<file path="src/rtl/key_pkg.sv">
// ---------------------------------------------------------------------------
// key_pkg
// Shared definitions for the key auto-repeat block: FSM state type and
// encodings, plus the default hold / repeat tick counts.
// ---------------------------------------------------------------------------
package key_pkg;

    // FSM state type and encodings
    typedef logic [1:0] key_state_t;

    localparam key_state_t ST_IDLE    = 2'd0;
    localparam key_state_t ST_PRESSED = 2'd1;
    localparam key_state_t ST_REPEAT  = 2'd2;

    // Default timing, in ce ticks
    localparam int KEY_HOLD_TICKS   = 200;
    localparam int KEY_REPEAT_TICKS = 25;

endpackage : key_pkg

</file>
<file path="src/rtl/rise_detect.sv">
// ---------------------------------------------------------------------------
// rise_detect
// Detects a rising edge of the debounced button level. The previous-level
// register resets to 1 so that a button held through reset is not seen as
// a fresh press until it has been released.
//
// Ports:
//   cclk  in   system clock, rising edge
//   clr   in   synchronous active-high reset
//   btn   in   debounced button level
//   press out  high while btn=1 and the previous sampled level was 0
// ---------------------------------------------------------------------------
module rise_detect (
    input  logic cclk,
    input  logic clr,
    input  logic btn,
    output logic press
);

    logic r_btn_prev;

    // Previous button level, preset high on reset
    always_ff @(posedge cclk) begin
        if (clr) begin
            r_btn_prev <= 1'b1;
        end else begin
            r_btn_prev <= btn;
        end
    end

    assign press = btn & ~r_btn_prev;

endmodule : rise_detect

</file>
<file path="src/rtl/key_repeat.sv">
// ---------------------------------------------------------------------------
// key_repeat
// Turns a debounced button level into step pulses: one pulse on each press
// and, after the button has been held HOLD_TICKS ce ticks, further pulses
// every REPEAT_TICKS ce ticks. 'long' is high while in the repeat phase.
//
// Configuration macro: KEY_AUTOREPEAT_EN
//   defined   : step on entering the repeat phase and every REPEAT_TICKS after
//   undefined : one step per press only; 'long' still flags a long press
//
// Ports:
//   cclk in   system clock, rising edge
//   clr  in   synchronous active-high reset
//   ce   in   timebase strobe, one cclk wide
//   btn  in   debounced button level, synchronous to cclk
//   step out  registered one-cycle pulse per press / auto-repeat
//   long out  registered level, high during the repeat phase
// ---------------------------------------------------------------------------
module key_repeat
    import key_pkg::*;
#(
    parameter int HOLD_TICKS   = KEY_HOLD_TICKS,
    parameter int REPEAT_TICKS = KEY_REPEAT_TICKS,
    parameter int CNT_W        = 8
) (
    input  logic cclk,
    input  logic clr,
    input  logic ce,
    input  logic btn,
    output logic step,
    output logic long
);

`ifdef KEY_AUTOREPEAT_EN
    localparam logic C_AR_EN = 1'b1;
`else
    localparam logic C_AR_EN = 1'b0;
`endif

    localparam logic [CNT_W-1:0] C_HOLD_LAST = CNT_W'(HOLD_TICKS - 1);
    localparam logic [CNT_W-1:0] C_REP_LAST  = CNT_W'(REPEAT_TICKS - 1);
    localparam logic [CNT_W-1:0] C_CNT_ZERO  = {CNT_W{1'b0}};
    localparam logic [CNT_W-1:0] C_CNT_ONE   = {{(CNT_W-1){1'b0}}, 1'b1};

    key_state_t       r_state;
    logic [CNT_W-1:0] r_cnt;
    logic             r_step;
    logic             r_long;

    key_state_t       w_state_nxt;
    logic [CNT_W-1:0] w_cnt_nxt;
    logic             w_step_nxt;
    logic             w_long_nxt;
    logic             w_press;

    rise_detect u_rise_detect (
        .cclk  (cclk),
        .clr   (clr),
        .btn   (btn),
        .press (w_press)
    );

    // Next-state, counter and output decode; release beats a ce threshold
    always_comb begin
        w_state_nxt = r_state;
        w_cnt_nxt   = r_cnt;
        w_step_nxt  = 1'b0;
        w_long_nxt  = r_long;
        case (r_state)
            ST_IDLE: begin
                w_cnt_nxt  = C_CNT_ZERO;
                w_long_nxt = 1'b0;
                if (w_press) begin
                    w_state_nxt = ST_PRESSED;
                    w_step_nxt  = 1'b1;
                end else begin
                    w_state_nxt = ST_IDLE;
                end
            end
            ST_PRESSED: begin
                if (!btn) begin
                    w_state_nxt = ST_IDLE;
                    w_cnt_nxt   = C_CNT_ZERO;
                    w_long_nxt  = 1'b0;
                end else if (ce && (r_cnt == C_HOLD_LAST)) begin
                    w_state_nxt = ST_REPEAT;
                    w_cnt_nxt   = C_CNT_ZERO;
                    w_long_nxt  = 1'b1;
                    w_step_nxt  = C_AR_EN;
                end else if (ce) begin
                    w_cnt_nxt   = r_cnt + C_CNT_ONE;
                end else begin
                    w_cnt_nxt   = r_cnt;
                end
            end
            ST_REPEAT: begin
                // Without auto-repeat the counter still cycles but never steps
                if (!btn) begin
                    w_state_nxt = ST_IDLE;
                    w_cnt_nxt   = C_CNT_ZERO;
                    w_long_nxt  = 1'b0;
                end else if (ce && (r_cnt == C_REP_LAST)) begin
                    w_cnt_nxt   = C_CNT_ZERO;
                    w_step_nxt  = C_AR_EN;
                end else if (ce) begin
                    w_cnt_nxt   = r_cnt + C_CNT_ONE;
                end else begin
                    w_cnt_nxt   = r_cnt;
                end
            end
            default: begin
                w_state_nxt = ST_IDLE;
                w_cnt_nxt   = C_CNT_ZERO;
                w_long_nxt  = 1'b0;
            end
        endcase
    end

    // State, counter and registered outputs
    always_ff @(posedge cclk) begin
        if (clr) begin
            r_state <= ST_IDLE;
            r_cnt   <= C_CNT_ZERO;
            r_step  <= 1'b0;
            r_long  <= 1'b0;
        end else begin
            r_state <= w_state_nxt;
            r_cnt   <= w_cnt_nxt;
            r_step  <= w_step_nxt;
            r_long  <= w_long_nxt;
        end
    end

    assign step = r_step;
    assign long = r_long;

endmodule : key_repeat

</file>
<file path="config.mk">
export PLATFORM = sky130hd
export DESIGN_NAME = key_repeat
export DESIGN_NICKNAME = d
export VERILOG_FILES = /design/src/rtl/key_pkg.sv /design/src/rtl/rise_detect.sv /design/src/rtl/key_repeat.sv
export SDC_FILE = /design/constraint.sdc
export NUM_CORES = 1
export LEC_CHECK = 0
export CAP_MARGIN = 20
export CORE_MARGIN = 10
export CORE_UTILIZATION = 40
export CTS_CLUSTER_DIAMETER = 60
export DETAILED_ROUTE_END_ITERATION = 12
export PLACE_DENSITY = 0.65
export SETUP_SLACK_MARGIN = 0.4
export SLEW_MARGIN = 20
export SYNTH_ARGS = -nofsm -noshare
export SYNTH_HDL_FRONTEND = slang
export SYNTH_SLANG_ARGS = --single-unit
</file>
<file path="constraint.sdc">
create_clock -name cclk -period 2.5 [get_ports cclk]
set_input_delay 0.5 -clock cclk [delete_from_list [all_inputs] [get_ports cclk]]
set_output_delay 0.5 -clock cclk [all_outputs]
set_load 0.02 [all_outputs]
</file>
After elaboration in Yosys (flattened, before gate mapping). Index checks and enable logic that the tools add are counted.

Add/subtract/negate cells: 1. Eq/ne operators: 6. Multiplexer cells: 16. Bitwise gates (word level): 3. Reductions and logical operators: 5.

Operators by type and width (number): 2-to-1 mux 8 bit (5); one-hot mux 8 bit (2 select lines) (1); adder 8 x 1 -> 8 bit, second input constant (1); equality test 8 x 5 -> 1 bit, second input constant (1); equality test 8 bit, second input constant (1); 2-to-1 mux 2 bit (3); one-hot mux 2 bit (3 select lines) (1); 2-to-1 mux 1 bit (5); != test 3 bit, second input constant (1); equality test 2 x 1 -> 1 bit, second input constant (1); equality test 2 bit, second input constant (1); logical AND 1 bit (2); logical NOT 2 bit (1); != test 2 bit, second input constant (1); NOT 1 bit (2); one-hot mux 1 bit (2 select lines) (1); AND reduction 2 bit (1); OR reduction 2 bit (1); AND 1 bit (1).

Flip-flop bits (word level): 13. Bits of input ports: 4. Output and inout port bits: 2. Word-level logic and storage cells: 36.

Logic depth before layout (Yosys ltp). Gate-level depths: netlist of the first run.

Depth in word-level cells: 5. Gate-level depth with buffers: 6.

Cells and area by module. From an unflattened synthesis of the first run, not the netlist that was laid out.

Cells, all modules: 67. Area total of the unflattened synthesis: 605.6 um^2.

Modules (own cells, without submodules): key_repeat (times used 1, cells an instance 64, area each 573.0 um^2, sequential area each 220.2 um^2); rise_detect (times used 1, cells an instance 3, area each 32.5 um^2, sequential area each 20.0 um^2).

Worst setup path before layout of the first run. No wires, ideal clock.

Path type: register to register. Start: register r_cnt[0]. End: register r_state[1]. Library setup time: 59 ps. Arrival: 1276 ps. Data required time: 2441 ps. Setup slack: 1166 ps. Cell stages (with the launch flop): 6. Path buffers: 0. Period minus slack after synthesis: 1334 ps. Cells stage by stage: dfxtp_1 ha_1 nand2_2 o41ai_2 and2_1 o221a_2.

Word-level cells in the longest chain between the ends: 4.

Ends and longest elaborated chain: from (decl) (RTL line key_repeat.sv:46) `logic [CNT_W-1:0] r_cnt;`; from (signal assigned) (RTL line key_repeat.sv:128) `r_cnt <= w_cnt_nxt;`; equality test 8 bit (RTL line key_repeat.sv:85) `end else if (ce && (r_cnt == C_HOLD_LAST)) begin`; logical AND 1 bit (RTL line key_repeat.sv:85); != test 3 bit (no line); AND reduction 2 bit (no line); to (signal assigned) (RTL line key_repeat.sv:127) `r_state <= w_state_nxt;`; to (decl) (RTL line key_repeat.sv:45) `key_state_t r_state;`.

No other way between the ends. A chain may end at the register's enable or synchronous reset.

==> impl_metrics.json, run 1 <==
{
  "io-pin-count": 6,
  "synth_edf_count": 0,
  "die_y_um": 58.34,
  "yosysUniqueCellTypes": 23,
  "synth_top_area_cell": "dfxtp_1",
  "cts.root.buffer_cell": "clkbuf_4",
  "cts_tree": "done",
  "async_reset_ff_frac": 0,
  "die_area_um2": 3404,
  "path_max_fanout": 4,
  "skew_ns": 0.007952,
  "hpwl_um": 747,
  "seq_area_frac_synth": 0.4085,
  "final_nets": 82,
  "antenna_found_initial": 0,
  "leakagePower_uw": 0.0002383,
  "grt_overflow": 0,
  "antenna_left": 0,
  "netlist_area_um2": 588.1,
  "tightest_slew_ns": 0.3321,
  "clk_pin_slew_ns": 0.06,
  "finalCritPeriodShare": 0.7105,
  "coreArea_um2": 1350,
  "synth-main-ff-cell": "dfxtp_1",
  "cp.arrival_ns": 1.28,
  "ys_seq_elements": 12,
  "cp_slowest_cell": "clkdlybuf4s50_1",
  "rsz0062_at_grt": "no",
  "dr.pass1.iters": 2,
  "worstPathCellList": "clkdlybuf4s50_1",
  "grt_pass1_vias": 405,
  "synth_top_cell_area_share": 0.4085,
  "clk_latency_ns": 0.27,
  "syn_inst": 63,
  "io_buffers": 5,
  "synth.most_common_cell": "dfxtp_1",
  "finalNonFillerCells": 86,
  "grt_usage": 0.06215,
  "syn_nets": 72,
  "start_util": 0.4356,
  "crit_path_end_kind": "output pin",
  "grt_max_degree": 9,
  "p_per_area_nw_per_um2": 479.3,
  "crit_family": "buffers and inverters",
  "finalInstanceArea_um2": 679.4,
  "route.detailed.drc": 0,
  "setup_viol": 0,
  "drive_gt1_frac": 0.1408,
  "min_path_type": "register to register",
  "cp_num_buf_inv": 1,
  "worstSetupStartpoint": "r_state[1]",
  "outcome": "finished, final reports clean",
  "cts.sinks": 12,
  "clk_path_buf_depth": 2,
  "gp_congestion": 0.7398,
  "required_ns": 2.00,
  "dp_cells": 83,
  "drv_cap": 0,
  "die_w_um": 58.34,
  "slew_viol_final": 0,
  "wl_per_cell_um": 10.76,
  "yosys_warnings": 0,
  "grt_pass1_wl_um": 1621,
  "reg2reg_from": "r_cnt[0]",
  "drtIter0Drc": 1,
  "criticalPathCategory": "register to output pin",
  "syn_area_per_cell_um2": 9.334,
  "synth_common_cells": "dfxtp_1 (12), nor2_1 (9), inv_1 (6), ha_1 (5), nand2_1 (5)",
  "cts_made_buffers": 3,
  "cts.htree.levels": 1,
  "period_minus_slack_ns": 1.776,
  "num_vias": 424,
  "area_delta_synth_final_pct": 15.53,
  "post_cts_resized": 0,
  "ir_drop_mv": 0.3370,
  "post_cts_buffers": 0,
  "row_count": 13,
  "viasPerCell": 4.930,
  "fmax_mhz": 563.0,
  "setup_tns_ns": 0,
  "routed_wl_um": 925,
  "startpoint_type": "register",
  "synth_area_leaders": "dfxtp_1 (41%), ha_1 (11%), xnor2_1 (6.0%)",
  "place_area_um2": 656.9,
  "min-delay-start": "u_rise_detect.r_btn_prev",
  "max_slew_margin": 0.7762,
  "hold_viol": 0,
  "slowest_delay_ns": 0.63,
  "n_antenna_cell": 0,
  "holdBufCountCts": 0
}
[per-layer routing]
layer	track usage	vias up	wire length (um)
met5	0	-	0
met4	0.06040	0	38
met3	0.02146	4	34
met2	0.08801	5	390
met1	0.06994	186	462
li1	-	229	-
[registers in the layout, summed over array words and instances, names as in the netlist]
register,cells
r_state,2
r_cnt,8
u_rise_detect.r_btn_prev,1
step,1
[kinds of logic after synthesis]
group | share of synthesized area
AO/OA/AOI/OAI | 0.09361
adder cells (fa/ha/maj) | 0.1064
multiplexers | 0.01702
XOR/XNOR | 0.1043
AND/OR/NAND/NOR | 0.2319
buffers and inverters | 0.03830
flip-flops | 0.4085
[metrics by stage]
stage	hold WS (ns)	utilization	power [uW]	worst slack, ns
after floorplan	0.4972	-	206.0	1.166
after global placement	0.5242	0.4866	214.6	0.5112
after detailed placement	0.5186	0.4866	214.7	0.4645
after CTS	0.5279	0.5032	328.3	0.7077
after global routing	0.5618	0.5032	336.4	0.6510
final	0.5267	0.5032	325.6	0.7239
[final cells by class]
class,count,area (um2)
Clock buffer,3,22.52
Timing Repair Buffer,5,50.05
Inverter,6,22.52
Fill cell,131,670.6
Multi-Input combinational cell,45,325.3
Tap cell,15,18.77
Sequential cell,12,240.2
[path summary, 6_finish.rpt]
kind	end	slack, ns	cells after the start
worst min-delay path	step	0.53	1
worst max-delay path	long	0.72	1
worst max register to register	r_cnt[7]	1.02	5
worst min register to register	step	0.53	1
[where the power goes]
part,internal [uW],leakage (uW),switching [uW]
Sequential,193,0.0000971,0.790
Clock,55.7,0.0000138,59.8
Combinational,9.64,0.000127,6.71
[cell usage in the layout, fill, tap and decap left out, types with 2 or more instances in the layout]
cell type and instances:
xor2_1 3, clkbuf_4 3, nor2_1 9, ha_1 5, dfxtp_1 12, clkdlybuf4s50_1 5
inv_1 6, nand4_1 3, nand2_1 5, xnor2_1 4, a21o_2 2
Note: power is estimated with default switching activity, not from simulation.
==> inputs of run 2 (changes only) <==
Clock period 2.5 ns to 1.85 ns, I/O delays scaled along.
==> run 2 against run 1 <==
Global-route usage up 1.1 points. Design area increased by 14%. Die area is the same. Setup slack got worse by 0.27 ns. Routed wire length up 12%. Clock skew is 0.0040 ns lower. Highest routed layer unchanged.
==> impl_metrics.json, run 2 (synthesis results as in run 1) <==
{
  "crit_path_end_kind": "register",
  "largestRegisters": "r_cnt x8, r_state x2",
  "clockPowerShare": 0.423,
  "cp_slowest_cell": "clkdlybuf4s50_1",
  "cp.arrival_ns": 1.62,
  "setup_tns_ns": 0,
  "coreArea_um2": 1350,
  "routed_wl_um": 1033,
  "switchingPower_uw": 101.8,
  "n_antenna_cell": 0,
  "criticalPathCategory": "input port to register",
  "swShare": 0.2050,
  "die_w_um": 58.34,
  "rr_endpoint": "r_cnt[5]",
  "setup_viol": 0,
  "hold_viol": 0,
  "holdBufCountCts": 0,
  "outcome": "finished, final reports clean",
  "cts.root.buffer_cell": "clkbuf_4",
  "wl_per_cell_um": 11.48,
  "grt_pass1_vias": 452,
  "tightest_slew_ns": 0.3187,
  "intPower_uw": 394.8,
  "drtIter0Drc": 7,
  "ir_drop_mv": 0.3700,
  "clk_pin_slew_ns": 0.07,
  "rsz0062_at_grt": "no",
  "p_per_area_nw_per_um2": 643.3,
  "clk_latency_ns": 0.27,
  "largest_reg_flops": 8,
  "io_buffers": 5,
  "cts.htree.levels": 1,
  "row_count": 13,
  "cts_made_buffers": 3,
  "final_cell_mix": "nor2_1 (9), dfxtp_1 (8), inv_1 (6)",
  "finalCritPeriodShare": 0.7550,
  "worstPathCellList": "clkdlybuf4s50_1 > nand2_2 > o41ai_4 > and2_4 > o221a_2",
  "die_area_um2": 3404,
  "min-delay-start": "u_rise_detect.r_btn_prev",
  "drive_gt1_frac": 0.3067,
  "grt_pass1_wl_um": 1932,
  "cp_num_buf_inv": 1,
  "clk_path_buf_depth": 2,
  "route.detailed.drc": 0,
  "period_minus_slack_ns": 1.397,
  "start_util": 0.4356,
  "cts_tree": "done",
  "antenna_found_initial": 0,
  "crit_family": "buffers and inverters",
  "finalInstanceArea_um2": 772.0,
  "skew_ns": 0.003945,
  "final_common_cell": "nor2_1",
  "required_ns": 2.07,
  "fmax_mhz": 715.9,
  "die_y_um": 58.34,
  "r2r_cells": 4,
  "cts.sinks": 12,
  "min_path_type": "register to register",
  "area_delta_synth_final_pct": 31.28,
  "reg2reg_from": "r_cnt[2]",
  "power_frac_comb": 0.053,
  "seq_power_share": 0.524,
  "final_nets": 85,
  "gp_congestion": 0.7351,
  "largest-register": "r_cnt",
  "grt_overflow": 0,
  "slowest_delay_ns": 0.51,
  "whs_endpoint": "step",
  "path_max_fanout": 3,
  "grt_usage": 0.07301,
  "max_slew_margin": 0.7868,
  "reg2reg_slack_ns": 0.46,
  "io-pin-count": 6,
  "drv_cap": 0,
  "grt_max_degree": 9,
  "viasPerCell": 5.000,
  "whs_path_depth": 1,
  "num_vias": 450,
  "slew_viol_final": 0,
  "dr.pass1.iters": 4,
  "leakagePower_uw": 0.0002802,
  "startpoint_type": "input port",
  "place_area_um2": 671.9,
  "antenna_left": 0
}
## run 2: timing repair
action                     in CTS  in global routing
pin swaps                       1                  4
gates resized for setup         4                 11
setup buffers                   0                  1
setup endpoints to repair       8                 10
## run 2: how the worst max path moves through the flow
stage / startpoint / endpoint / slack [ns] / cells past startpoint
after floorplan: r_cnt[0] / r_state[1] / 0.52 / 5
after global placement: ce / r_cnt[7] / 0.12 / 6
after detailed placement: ce / r_cnt[7] / 0.11 / 6
after CTS: ce / r_cnt[6] / 0.40 / 5
after global routing: r_cnt[1] / r_state[1] / 0.39 / 5
final: ce / r_state[1] / 0.45 / 5
## run 2: power by group through the flow
| stage | logic (uW) | registers [uW] | clock network (uW) |
|---|---|---|---|
| after floorplan | 9.52 | 269 | 0 |
| after CTS | 23.4 | 262 | 218 |
| final | 26.5 | 260 | 210 |
| after global routing | 29.7 | 261 | 230 |
| after detailed placement | 23.9 | 268 | 0 |
| after global placement | 23.8 | 268 | 0 |
## run 2: layout make-up
type	count	area, um2
fillers	125	578.1
well taps	15	18.77
repair buffers	8	73.82
inverters	6	22.52
multi-input cells	45	372.9
flip-flops and latches	12	247.7
clock buffers	4	36.28
## run 2: worst register-to-register path, delay by kind of cell (launching register included)
| family | cells | cell delay (ns) |
|---|---|---|
| simple gates | 2 | 0.59 |
| flops | 1 | 0.37 |
| compound gates | 2 | 0.31 |
## run 2: stage by stage
stage | instances | setup WS, ns | utilization | hold slack, ns | total power [uW]
6_report | 90 | 0.4532 | 0.5718 | 0.5333 | 496.6
5_1_grt | 90 | 0.3936 | 0.5718 | 0.5619 | 520.5
4_1_cts | 89 | 0.4047 | 0.5273 | 0.5376 | 503.4
3_5_place_dp | 85 | 0.1074 | 0.4977 | 0.5260 | 291.7
3_3_place_gp | 85 | 0.1168 | 0.4977 | 0.5257 | 291.6
2_1_floorplan | 63 | 0.5158 | - | 0.4738 | 278.4
## run 2: routing by layer
| metal | part of all wire | GRT usage | vias up |
|---|---|---|---|
| met2 | 0.46 | 0.09560 | 5 |
| met3 | 0.030 | 0.01931 | 4 |
| met1 | 0.50 | 0.09571 | 206 |
| met5 | 0 | 0 | - |
| met4 | 0.015 | 0.06040 | 0 |
| li1 | - | - | 235 |
